$ cat config.mk
export PLATFORM = sky130hd
export DESIGN_NAME = mby_egr_mc_table_req_arb
export DESIGN_NICKNAME = d
export VERILOG_FILES = /design/src/rtl/mby_egr_pkg.sv /design/src/rtl/mby_egr_rr_arb.sv /design/src/rtl/mby_egr_mc_table_req_arb.sv
export SDC_FILE = /design/constraint.sdc
export NUM_CORES = 1
export LEC_CHECK = 0
export CAP_MARGIN = 20
export CORE_MARGIN = 2
export CORE_UTILIZATION = 39
export CTS_CLUSTER_SIZE = 40
export DETAILED_ROUTE_END_ITERATION = 12
export MAX_ROUTING_LAYER = met4
export PLACE_DENSITY = 0.77
export SLEW_MARGIN = 0
export SYNTH_ARGS = -nofsm -noshare
export SYNTH_HDL_FRONTEND = slang
export SYNTH_SLANG_ARGS = --single-unit
$ cat constraint.sdc
create_clock -name cclk -period 5.3 [get_ports cclk]
set_input_delay 1.06 -clock cclk [delete_from_list [all_inputs] [get_ports cclk]]
set_output_delay 1.06 -clock cclk [all_outputs]
set_load 0.02 [all_outputs]
$ cat src/rtl/mby_egr_pkg.sv
// Shared types and constants for the egress MC shared-table requester.
package mby_egr_pkg;

  localparam int unsigned MC_TBL_ADDR_W = 14;
  localparam int unsigned MC_TBL_DATA_W = 64;
  localparam int unsigned MC_TBL_TAG_W  = 3;

  typedef struct packed {
    logic [MC_TBL_ADDR_W-1:0] addr;
    logic [MC_TBL_TAG_W-1:0]  tag;
  } mc_tbl_req_t;

  typedef struct packed {
    logic [MC_TBL_TAG_W-1:0]  tag;
    logic [MC_TBL_DATA_W-1:0] data;
  } mc_tbl_rsp_t;

  typedef enum logic {StIdle, StIssue} mc_req_st_e;

endpackage

$ cat src/rtl/mby_egr_rr_arb.sv
// Generic N-way round-robin arbiter: grants the first requester at or after the pointer,
// pointer moves past the winner when advance is asserted.
module mby_egr_rr_arb #(
  parameter int unsigned N = 4
) (
  input  logic         cclk,
  input  logic         rst,
  input  logic [N-1:0] req,
  input  logic         advance,
  output logic [N-1:0] gnt
);

  localparam int unsigned PTR_W = (N > 1) ? $clog2(N) : 1;

  logic [PTR_W-1:0] ptr_q, ptr_d, gnt_idx, sel;
  logic             found;
  int unsigned      pos;

  always_comb begin
    gnt     = '0;
    gnt_idx = '0;
    found   = 1'b0;
    pos     = 0;
    sel     = '0;
    for (int unsigned i = 0; i < N; i++) begin
      pos = 32'(ptr_q) + i;
      if (pos >= N) pos = pos - N;
      sel = PTR_W'(pos);
      if (!found && req[sel]) begin
        found      = 1'b1;
        gnt[sel]   = 1'b1;
        gnt_idx    = sel;
      end
    end
  end

  always_comb begin
    ptr_d = ptr_q;
    if (advance && found) begin
      ptr_d = (gnt_idx == PTR_W'(N - 1)) ? '0 : gnt_idx + PTR_W'(1);
    end
  end

  always_ff @(posedge cclk or posedge rst) begin
    if (rst) ptr_q <= '0;
    else     ptr_q <= ptr_d;
  end

endmodule

$ cat src/rtl/mby_egr_mc_table_req_arb.sv
// Egress MC shared-table requester: RR channel arbitration, tagged credit-limited requests,
// out-of-order response routing. Optional per-tag timeout via MBY_EGR_MC_TABLE_TIMEOUT_EN.
module mby_egr_mc_table_req_arb
  import mby_egr_pkg::*;
#(
  parameter int unsigned N_CH      = 4,
  parameter int unsigned ADDR_W    = MC_TBL_ADDR_W,
  parameter int unsigned DATA_W    = MC_TBL_DATA_W,
  parameter int unsigned MAX_OUTST = 8,
  parameter int unsigned TAG_W     = $clog2(MAX_OUTST),
  parameter int unsigned TMO_CYC   = 1024
) (
  input  logic                   cclk,
  input  logic                   rst,
  input  logic [N_CH-1:0]        ch_req_vld,
  input  logic [N_CH*ADDR_W-1:0] ch_req_addr,
  output logic [N_CH-1:0]        ch_req_rdy,
  output logic                   tbl_req_vld,
  output logic [ADDR_W-1:0]      tbl_req_addr,
  output logic [TAG_W-1:0]       tbl_req_tag,
  input  logic                   tbl_req_ack,
  input  logic                   tbl_rsp_vld,
  input  logic [TAG_W-1:0]       tbl_rsp_tag,
  input  logic [DATA_W-1:0]      tbl_rsp_data,
  output logic [N_CH-1:0]        ch_rsp_vld,
  output logic [DATA_W-1:0]      ch_rsp_data,
  output logic [TAG_W:0]         outst_cnt,
  output logic                   err_bad_tag,
  output logic                   err_timeout
);

  localparam int unsigned CH_W = $clog2(N_CH);

  mc_req_st_e            st_q, st_d;
  logic [MAX_OUTST-1:0]  alloc_q, alloc_d, tmo_free;
  logic [CH_W-1:0]       owner_q [MAX_OUTST];
  logic [ADDR_W-1:0]     req_addr_q, gnt_addr;
  logic [TAG_W-1:0]      req_tag_q, free_tag;
  logic [N_CH-1:0]       arb_req, rsp_vld_q;
  logic [DATA_W-1:0]     rsp_data_q;
  logic [CH_W-1:0]       gnt_ch;
  logic                  bad_tag_q, free_any, can_issue, grant, rsp_hit;

  // Lowest free tag; a tag freed this cycle is still marked allocated until the edge.
  always_comb begin
    free_any = 1'b0;
    free_tag = '0;
    for (int i = MAX_OUTST - 1; i >= 0; i--) begin
      if (!alloc_q[i]) begin
        free_any = 1'b1;
        free_tag = TAG_W'(i);
      end
    end
  end

  assign can_issue = !rst && ((st_q == StIdle) || tbl_req_ack) && free_any;
  assign arb_req   = ch_req_vld & {N_CH{can_issue}};
  assign grant     = |ch_req_rdy;

  mby_egr_rr_arb #(
    .N (N_CH)
  ) u_rr_arb (
    .cclk    (cclk),
    .rst     (rst),
    .req     (arb_req),
    .advance (grant),
    .gnt     (ch_req_rdy)
  );

  always_comb begin
    gnt_ch   = '0;
    gnt_addr = '0;
    for (int i = 0; i < int'(N_CH); i++) begin
      if (ch_req_rdy[i]) begin
        gnt_ch   = CH_W'(i);
        gnt_addr = ch_req_addr[i*ADDR_W +: ADDR_W];
      end
    end
  end

  assign rsp_hit = tbl_rsp_vld && alloc_q[tbl_rsp_tag];

  always_comb begin
    alloc_d = alloc_q & ~tmo_free;
    if (rsp_hit) alloc_d[tbl_rsp_tag] = 1'b0;
    if (grant)   alloc_d[free_tag]    = 1'b1;
  end

  always_comb begin
    st_d = st_q;
    if (grant)            st_d = StIssue;
    else if (tbl_req_ack) st_d = StIdle;
  end

  always_ff @(posedge cclk or posedge rst) begin
    if (rst) begin
      st_q       <= StIdle;
      alloc_q    <= '0;
      req_addr_q <= '0;
      req_tag_q  <= '0;
      rsp_vld_q  <= '0;
      rsp_data_q <= '0;
      bad_tag_q  <= 1'b0;
    end else begin
      st_q    <= st_d;
      alloc_q <= alloc_d;
      if (grant) begin
        req_addr_q <= gnt_addr;
        req_tag_q  <= free_tag;
      end
      rsp_vld_q <= rsp_hit ? (N_CH'(1) << owner_q[tbl_rsp_tag]) : '0;
      if (rsp_hit) rsp_data_q <= tbl_rsp_data;
      if (tbl_rsp_vld && !alloc_q[tbl_rsp_tag]) bad_tag_q <= 1'b1;
    end
  end

  // Owner entries are only meaningful while the tag is allocated, so no reset needed.
  always_ff @(posedge cclk) begin
    if (grant) owner_q[free_tag] <= gnt_ch;
  end

  always_comb begin
    outst_cnt = '0;
    for (int i = 0; i < int'(MAX_OUTST); i++) begin
      outst_cnt = outst_cnt + (TAG_W+1)'(alloc_q[i]);
    end
  end

`ifdef MBY_EGR_MC_TABLE_TIMEOUT_EN
  localparam int unsigned AGE_W = $clog2(TMO_CYC + 1);

  logic [AGE_W-1:0] age_q [MAX_OUTST];
  logic             tmo_q;

  // A response arriving in the expiry cycle wins over the timeout.
  always_comb begin
    for (int i = 0; i < int'(MAX_OUTST); i++) begin
      tmo_free[i] = alloc_q[i] && (age_q[i] == AGE_W'(TMO_CYC - 1)) &&
                    !(rsp_hit && (tbl_rsp_tag == TAG_W'(i)));
    end
  end

  always_ff @(posedge cclk or posedge rst) begin
    if (rst) begin
      for (int i = 0; i < int'(MAX_OUTST); i++) age_q[i] <= '0;
      tmo_q <= 1'b0;
    end else begin
      for (int i = 0; i < int'(MAX_OUTST); i++) begin
        age_q[i] <= (alloc_q[i] && alloc_d[i]) ? age_q[i] + AGE_W'(1) : '0;
      end
      if (|tmo_free) tmo_q <= 1'b1;
    end
  end

  assign err_timeout = tmo_q;
`else
  logic unused_tmo_cyc;
  assign unused_tmo_cyc = (TMO_CYC == 0);
  assign tmo_free       = '0;
  assign err_timeout    = 1'b0;
`endif

  assign tbl_req_vld  = (st_q == StIssue);
  assign tbl_req_addr = req_addr_q;
  assign tbl_req_tag  = req_tag_q;
  assign ch_rsp_vld   = rsp_vld_q;
  assign ch_rsp_data  = rsp_data_q;
  assign err_bad_tag  = bad_tag_q;

endmodule

==> metrics.txt, run 1 <==
CTS sink count 113; Die H 123 µm; library cells used by synthesis 59; number of buffers created by CTS 17; Die W 123 µm; Synth top area share 44.0%; top cells by area, synth dfrtp_1, mux2_2, edfxtp_1; total global routing overflow 0; hold path depth 1; Placement Rows 43; Hold Path Class flop to flop; post-route worst setup slack 0.307 ns; Hold Fails Final Rpt 0; Max stage delay on crit path 0.65 ns; largest family of logic cells by synthesized area multiplexers; Final GP Congestion 0.853; # IOs 227; HPWL after DPL 11.1 mm; Worst EP required 4.24 ns; CTS tree done; fin. max-slew vios 0; Crit Path Category flop to primary output; fraction of layout cells with a size suffix above 1 16.8%; slowest CP cell clkdlybuf4s50_1; DR pass1 iterations 4; Pwr Density 683 mW/mm²; syn nets 601; hold slack 0.493 ns; Initial Util 39.9%; FMAX 200 MHz; Synth Area in XOR/XNOR 0.477%; Synth area leader dfrtp_1; initial antenna violation count 0; vias in the first global route 4,527; Die ar. 0.0151 mm²; nets 825; Mapped Area 0.00551 mm²; pin count of the biggest net entering global routing 67; Top delay family on crit path adder cells; Slew headroom 29.8%; Core Box Area 0.0138 mm²; R2R cell count 12; Worst-path clk slew 0.06 ns; Final Routed Wirelength 14.3 mm; PortBufs 225; first-pass GRT wire length 22.0 mm; final instance area 0.00852 mm²; post-layout min period 4.99 ns; RSZ-0062 raised after global routing false; hold-fix buffers at CTS 0; Worst-Skew Late Latency 0.40 ns; number of antenna diodes 0; total number of yosys warnings 0; # Post-CTS Setup Buffers 0; top cells by count, synth dfrtp_1, mux2_2, nand3_1; Routed WL per cell 16.4 µm; Max Cap Viol 0; compound-cell area share of the yosys netlist 11.8%; Area Overhead vs Synth 54.6%; Post-CTS Resized 0; Setup-failing EPs final 0; status completed; antenna-violating nets left 0; post-route setup TNS 0 ns; simple logic cell fraction of the synthesized area 10.2%; Layout Skew 0.00577 ns; Setup crit end kind primary output; crit-path max FO 10; total power 5.82 mW; Synth async-reset ratio 85.8%; worst path bufs/invs 4; Place WS 0.430 ns; # DRC 0; static leakage 3.48 nW; dpl cell area 0.00793 mm²; H-tree depth 4; cell count after synthesis 458; via-per-instance ratio 5.15; Synth Flop Type dfrtp_1; Via Count 4,508; type of origin of the critical path flop; Clock Path Buffers 2; First DRT Iteration DRCs 176; multiplexer share of the synthesized area 17.5%; mean post-synth cell area 12.0 µm²; Post-synth EDFFs 16; Worst VDD drop 0.000466 V; crit path cell chain fa_1 > inv_1 > fa_1 > fa_1 > inv_1 > ha_1 > inv_1 > fa_1 > xnor2_1 > clkdlybuf4s50_1; Crit path depth 10; Crit path top cell by count fa_1; count leader, synth dfrtp_1; Synth Area in Adders 3.27%; sequential share of the synthesized area 52.7%; worst slew pin tran 1.05 ns; Global Route Usage Sum 19.4%; register bit total from synthesis 113; Tcrit/Tclk final 94.2%; Crit path arrival time 3.93 ns; root cell of the clock tree clkbuf_16
layout by cell type (no fill, tap or decap), types with 8 or more instances in the layout:
cell	synthesis	final
nand3_1	33	33
clkbuf_16	0	18
nand2_1	13	12
a31oi_1	16	16
mux2_2	57	57
nor2_1	29	29
o2bb2ai_1	14	14
clkdlybuf4s50_1	0	225
buf_4	2	8
dfrtp_1	97	97
inv_1	22	21
edfxtp_1	16	16
ha_1	8	8
a21oi_1	17	17
worst register-to-register path, cell delays in order (launching register included):
cell and delay (ns):
dfrtp_1 0.67, inv_1 0.22, ha_1 0.42, mux4_2 0.63, nand2_1 0.11, o21ai_1 0.09
o31ai_4 0.59, inv_2 0.15, buf_4 0.22, or4_1 0.79, buf_4 0.28, nor2b_1 0.14
xnor2_1 0.13
metal layers:
metal	wire length (µm)	GRT usage, %	vias to the layer above	part of all wire [%]
met2	7130	32.8	201	50
li1	-	-	2128	-
met5	0	-	-	0
met4	143	6.47	0	1.0
met3	1220	5.86	16	8.5
met1	5860	21.9	2163	41
power breakdown:
part           switching [mW]  internal [mW]  total (mW)
clock                   0.419          0.688        1.11
combinational            1.63           1.54        3.17
sequential              0.255           1.29        1.55
total                    2.31           3.52        5.82
registers in the layout, summed over array words and instances (netlist names):
register        count
alloc_q             8
ch_rsp_data        64
ch_rsp_vld          4
err_bad_tag         1
owner_q            16
tbl_req_addr       14
tbl_req_tag         3
tbl_req_vld         1
u_rr_arb.ptr_q      2
final cells by class:
class / instances / area (µm²)
fill: 1041 / 5300
sequential: 113 / 2910
multi-input combinational: 291 / 2380
timing repair buffer: 233 / 2310
clock buffer: 18 / 450
tap: 180 / 225
clock inverter: 14 / 143
inverter: 26 / 101
final timing paths:
kind	start	endpoint	slack, ns
setup reg to reg	u_rr_arb.ptr_q[0]	u_rr_arb.ptr_q[0]	0.74
hold / removal	ch_rsp_data[11]	ch_rsp_data[11]	0.49
max in group asynchronous	rst	ch_rsp_data[41]	2.98
setup / recovery	alloc_q[0]	outst_cnt[2]	0.31
min in group asynchronous	rst	tbl_req_tag[0]	1.17
hold reg to reg	ch_rsp_data[11]	ch_rsp_data[11]	0.49
stage by stage:
stage | utilization (%) | cells
floorplan | - | 458
global placement | 57.4 | 843
detailed placement | 57.4 | 843
CTS | 61.7 | 875
global route | 61.7 | 875
finish | 61.7 | 875
logic make-up after synthesis:
logic type | count (synthesis)
simple gates | 109
mux | 79
other cells | 1
buf+inv | 54
flops | 113
fa+ha+maj | 12
compound gates | 87
xor+xnor | 3
(Power assumes the default switching activity.)
==> inputs of run 2 (changes only) <==
CAP_MARGIN = 10   (was 20)
==> results of run 2 <==
The final DEF is identical to that of run 1; final timing and power are the same.
==> inputs of run 3 (changes only) <==
RECOVER_POWER = 100   (was not set)
==> run 3 against run 2 <==
The run now ends with capacitance limit, slew limit left. Count of clock-buffer cells in the layout did not move. Non-clock buffer count stayed put. Sequential power about the same. First-iteration DRC count increased by 15%. Via count is 0.20% higher. Setup slack lost 0.058 ns. Cell count unchanged. Critical path type unchanged. Highest routed layer unchanged.
==> metrics.txt, run 3 (same netlist as run 1, synthesis figures left out) <==
status finished with violations; violated checks capacitance limit, slew limit; FMAX 198 MHz; H-tree depth 4; root cell of the clock tree clkbuf_16; Placement Rows 43; Hold Fails Final Rpt 0; Routed WL per cell 16.4 µm; crit-path max FO 10; Die W 123 µm; Global Route Usage Sum 19.4%; pin count of the biggest net entering global routing 67; Max Cap Viol 3; DR pass1 iterations 4; Hold Path Class flop to flop; post-route setup TNS 0 ns; static leakage 3.51 nW; Worst-path clk slew 0.06 ns; antenna-violating nets left 0; RSZ-0062 raised after global routing false; grt met3 use 5.86%; Layout Skew 0.00709 ns; Setup crit end kind primary output; # IOs 227; Final GP Congestion 0.853; Die H 123 µm; HPWL after DPL 11.1 mm; Pwr Density 661 mW/mm²; first-pass GRT wire length 22.0 mm; grt met1 use 21.9%; Crit Path Category flop to primary output; Crit path arrival time 3.99 ns; Worst VDD drop 0.000422 V; Worst-Skew Late Latency 0.40 ns; Tcrit/Tclk final 95.3%; most frequent cells in the layout clkdlybuf4s50_1, dfrtp_1, dlygate4sd3_1; commonest non-fill, non-tap cell in the layout clkdlybuf4s50_1; via-per-instance ratio 5.16; type of origin of the critical path flop; PortBufs 225; nets 825; worst slew pin tran 1.86 ns; max reg flops 64; hold slack 0.489 ns; hold-fix buffers at CTS 0; Slew headroom -24.2%; Post-CTS Resized 0; fraction of layout cells with a size suffix above 1 16.1%; post-layout min period 5.05 ns; Worst EP required 4.24 ns; vias in the first global route 4,527; Core Box Area 0.0138 mm²; # DRC 0; CTS sink count 113; FILL cells 1,047; Setup-failing EPs final 0; number of antenna diodes 0; met2 usage 32.8%; Clock Path Buffers 2; Via Count 4,517; number of buffers created by CTS 17; Die ar. 0.0151 mm²; global route hottest layer met2; Final Routed Wirelength 14.3 mm; fin. max-slew vios 167; # Post-CTS Setup Buffers 0; First DRT Iteration DRCs 203; CTS tree done; total global routing overflow 0; Initial Util 39.9%; setup slack, reg-to-reg 0.44 ns; initial antenna violation count 0; Area Overhead vs Synth 54.2%
[run 3: cell count changes in the layout (fill, tap and decap cells not counted)]
cell and delta:
o21ai_1 -4, clkdlybuf4s50_1 -96, o21ai_0 +4, clkbuf_2 +3, inv_1 +1, and2_1 -1, dlygate4sd3_1 +96, clkbuf_1 +3
mux2_1 +1, mux2_4 -1, and2_0 +1, buf_4 -6, inv_2 -1
[run 3: power breakdown]
| group | leakage, nW | switching (mW) | internal, mW |
|---|---|---|---|
| clock | 0.296 | 0.417 | 0.688 |
| sequential | 1.29 | 0.239 | 1.29 |
| combinational | 1.93 | 1.63 | 1.36 |
| total | 3.51 | 2.28 | 3.34 |
[run 3: cell type report]
type                    count  area, µm²  area share (%)
flip-flops and latches    113       2910            34.2
multi-input cells         291       2380            28.0
repair buffers            233       2290            27.0
clock buffers              18        450            5.30
well taps                 180        225            2.65
clock inverters            14        143            1.68
inverters                  26        101            1.19
[run 3: worst paths after layout]
kind                                    endpoint         startpoint  depth (start not counted)
worst max-delay path                outst_cnt[2]         alloc_q[0]                         10
worst min-delay path             ch_rsp_data[11]    ch_rsp_data[11]                          1
worst max register to register  tbl_req_addr[12]  u_rr_arb.ptr_q[0]                         12
worst min register to register   ch_rsp_data[11]    ch_rsp_data[11]                          1
max in group asynchronous        ch_rsp_data[17]                rst                          4
min in group asynchronous         tbl_req_tag[0]                rst                          3
[run 3: critical path: stages, from the launching register on]
cell and delay (ns):
dfrtp_1 0.51, fa_1 0.58, inv_1 0.05, fa_1 0.50, fa_1 0.41, inv_1 0.07
ha_1 0.16, inv_1 0.06, fa_1 0.37, xnor2_1 0.17, dlygate4sd3_1 0.72
[run 3: routing by layer]
layer,vias to the layer above,wire length [µm]
met5,-,0
met4,0,141
met3,14,1300
met2,202,7150
met1,2172,5710
li1,2129,-
[run 3: stage by stage]
step	util [%]	worst slack [ns]	cells	area [µm²]	power (mW)
floorplan	-	0.798	458	5520	3.44
finish	61.5	0.249	875	8500	5.62
global route	61.5	0.0672	875	8500	6.01
CTS	61.7	0.273	875	8520	5.88
global placement	57.4	0.566	843	7930	4.63
detailed placement	57.4	0.430	843	7930	4.76
==> patch (config.mk and constraints of run 2) <==
The package constant `MC_TBL_ADDR_W` goes from 14 to 12.
--- a/src/rtl/mby_egr_pkg.sv
+++ b/src/rtl/mby_egr_pkg.sv
@@ -3,3 +3,3 @@
 
-  localparam int unsigned MC_TBL_ADDR_W = 14;
+  localparam int unsigned MC_TBL_ADDR_W = 12;
   localparam int unsigned MC_TBL_DATA_W = 64;
Ports: changed (resized ch_req_addr and tbl_req_addr); port bits go from 227 to 217. The function was not compared with the original's and may differ.
==> patch against run 2 <==
  * Area after synthesis down 1.8%
  * Worst setup slack better by 0.15 ns
  * Final area shrank 5.8%
  * Die area fell by 1.8%
  * Global-route usage increased by 0.36 points
  * Routed wire length grew 1.3%
  * Total power down 16%
  * Non-clock buffer count decreased by 8
  * Clock power fell by 42%
  * First-iteration DRC count up 24%
  * Utilization shrank 3.1 points
  * Sequential cell count is 2 lower
  * Critical endpoint is now ch_req_rdy[1]
  * Largest power group unchanged
==> patch: results (changes against run 2) <==
The static leakage was 3.17 nW (was 3.48 nW). The logs give 0.00760 ns (was 0.00577 ns) for the final clock skew and 461 µV (was 466 µV) for the maximum vdd ir drop. The aggregate routed wire length is 14,500 µm (was 14,300 µm), and the area share of xor/xnor cells in the synthesized design is 0.00485 (was 0.00477).

The tools report the number of global-route vias before repair as 4,579 (was 4,527). For the clock insertion delay at the later pin of the skew report, the log shows 0.35 ns (was 0.40 ns). The number of buffers inserted during clock tree synthesis is 9 (was 17), and the fraction of layout cells with a size suffix above 1 is 0.157 (was 0.168). Total half-perimeter wirelength after legalization and detailed placement: 11,200 µm (was 11,100 µm). The mux share of post-synthesis cell area is 0.164 (was 0.175), and the adder and majority cell fraction of the synthesized area is 0.0333 (was 0.0327). Depth of the CTS H-tree: 3 (was 4). Number of port buffers: 215 (was 225).

The total routing resource utilization after global routing came out at 0.197 (was 0.194). Commonest cells post-synth: sky130_fd_sc_hd__dfrtp_1, sky130_fd_sc_hd__mux2_2, sky130_fd_sc_hd__inv_1, sky130_fd_sc_hd__clkbuf_1 (was sky130_fd_sc_hd__dfrtp_1, sky130_fd_sc_hd__mux2_2, sky130_fd_sc_hd__nand3_1, sky130_fd_sc_hd__nor2_1, sky130_fd_sc_hd__inv_1). The data arrival time of the worst path is 3.78 ns (was 3.93 ns), and the number of optimization iterations in the first detailed-route pass is 5 (was 4). The synthesized-area fraction occupied by ao, oa, aoi and oai cells is 0.124 (was 0.118).

The worst slew margin relative to its limit came out at 0.462 (was 0.298). Number of unique standard cell types used by synthesis: 60 (was 59). The tools report the number of inserted diodes as 0 (unchanged).

The flow ran to the end, and the final reports show no timing, DRC or antenna violations. The last weighted congestion value of the routability-driven placer was 1.02 (was 0.853); the starting DRC count in detailed routing was 218 (was 176). The number of flops mapped to enable cells by yosys is 16 (unchanged), and the total placed instance area is 7750 µm² (was 7930 µm²).

The maximum fanout count along the critical path was 16 (was 10). The fraction of registers with async set/reset was 0.856 (was 0.858). The largest net degree at the start of global routing is 68 (was 67).

Biggest area contributors in the synthesized netlist: sky130_fd_sc_hd__dfrtp_1, sky130_fd_sc_hd__mux2_2, sky130_fd_sc_hd__edfxtp_1, sky130_fd_sc_hd__a222oi_1, sky130_fd_sc_hd__ha_1 (was sky130_fd_sc_hd__dfrtp_1, sky130_fd_sc_hd__mux2_2, sky130_fd_sc_hd__edfxtp_1, sky130_fd_sc_hd__nand3_1, sky130_fd_sc_hd__mux4_2).
-- patch: cell types whose count changed in the layout (fill, tap and decap cells not counted), moves of 10 or more --
cell,run 2,this run
sky130_fd_sc_hd__nor2_1,29,15
sky130_fd_sc_hd__a222oi_1,0,12
sky130_fd_sc_hd__o2bb2ai_1,14,0
sky130_fd_sc_hd__nor3_1,5,18
sky130_fd_sc_hd__clkdlybuf4s50_1,225,215
sky130_fd_sc_hd__nand3_1,33,18
-- patch: power breakdown --
part           leakage, nW  switching (mW)  internal [mW]  total (mW)
registers             1.27           0.222           1.22        1.44
logic                 1.78            1.47           1.33        2.81
clock network        0.126           0.316          0.324       0.639
total                 3.17            2.01           2.87        4.89
-- patch: critical path, stage by stage (launching register included) --
cell and delay [ns]:
sky130_fd_sc_hd__dfrtp_1 0.71, sky130_fd_sc_hd__inv_1 0.18, sky130_fd_sc_hd__ha_1 0.44, sky130_fd_sc_hd__mux4_2 0.64, sky130_fd_sc_hd__nor3_1 0.35, sky130_fd_sc_hd__a22oi_1 0.19, sky130_fd_sc_hd__and2_0 0.25, sky130_fd_sc_hd__inv_1 0.06
sky130_fd_sc_hd__clkdlybuf4s50_1 0.61
-- patch: area by class of cell --
type                    count  area, µm²
fillers                  1118       5690
flip-flops and latches    111       2860
well taps                 180        225
inverters                  22       85.1
multi-input cells         283       2340
clock buffers               9        225
clock inverters             7       58.8
repair buffers            225       2240
-- patch: worst paths after layout --
| path | endpoint | depth (start not counted) | startpoint | slack (ns) |
|---|---|---|---|---|
| hold reg to reg | err_bad_tag | 1 | err_bad_tag | 0.48 |
| min in group asynchronous | tbl_req_vld | 2 | rst | 1.28 |
| hold / removal | err_bad_tag | 1 | err_bad_tag | 0.48 |
| setup reg to reg | owner_q[6][0] | 9 | u_rr_arb.ptr_q[0] | 0.95 |
| max in group asynchronous | u_rr_arb.ptr_q[1] | 3 | rst | 3.00 |
| setup / recovery | ch_req_rdy[1] | 8 | u_rr_arb.ptr_q[0] | 0.46 |
-- patch: per-stage QoR --
stage,cells,worst slack [ns],total power [mW]
after floorplan,445,1.34,3.12
after global placement,821,0.647,4.16
after detailed placement,821,0.580,4.26
after CTS,837,0.452,4.92
after global routing,837,0.193,5.21
final,837,0.461,4.89
-- patch: metal layers --
layer	part of all wire	track usage
met3	0.083	0.0590
met2	0.53	0.356
met1	0.37	0.208
met5	0	-
met4	0.020	0.0575
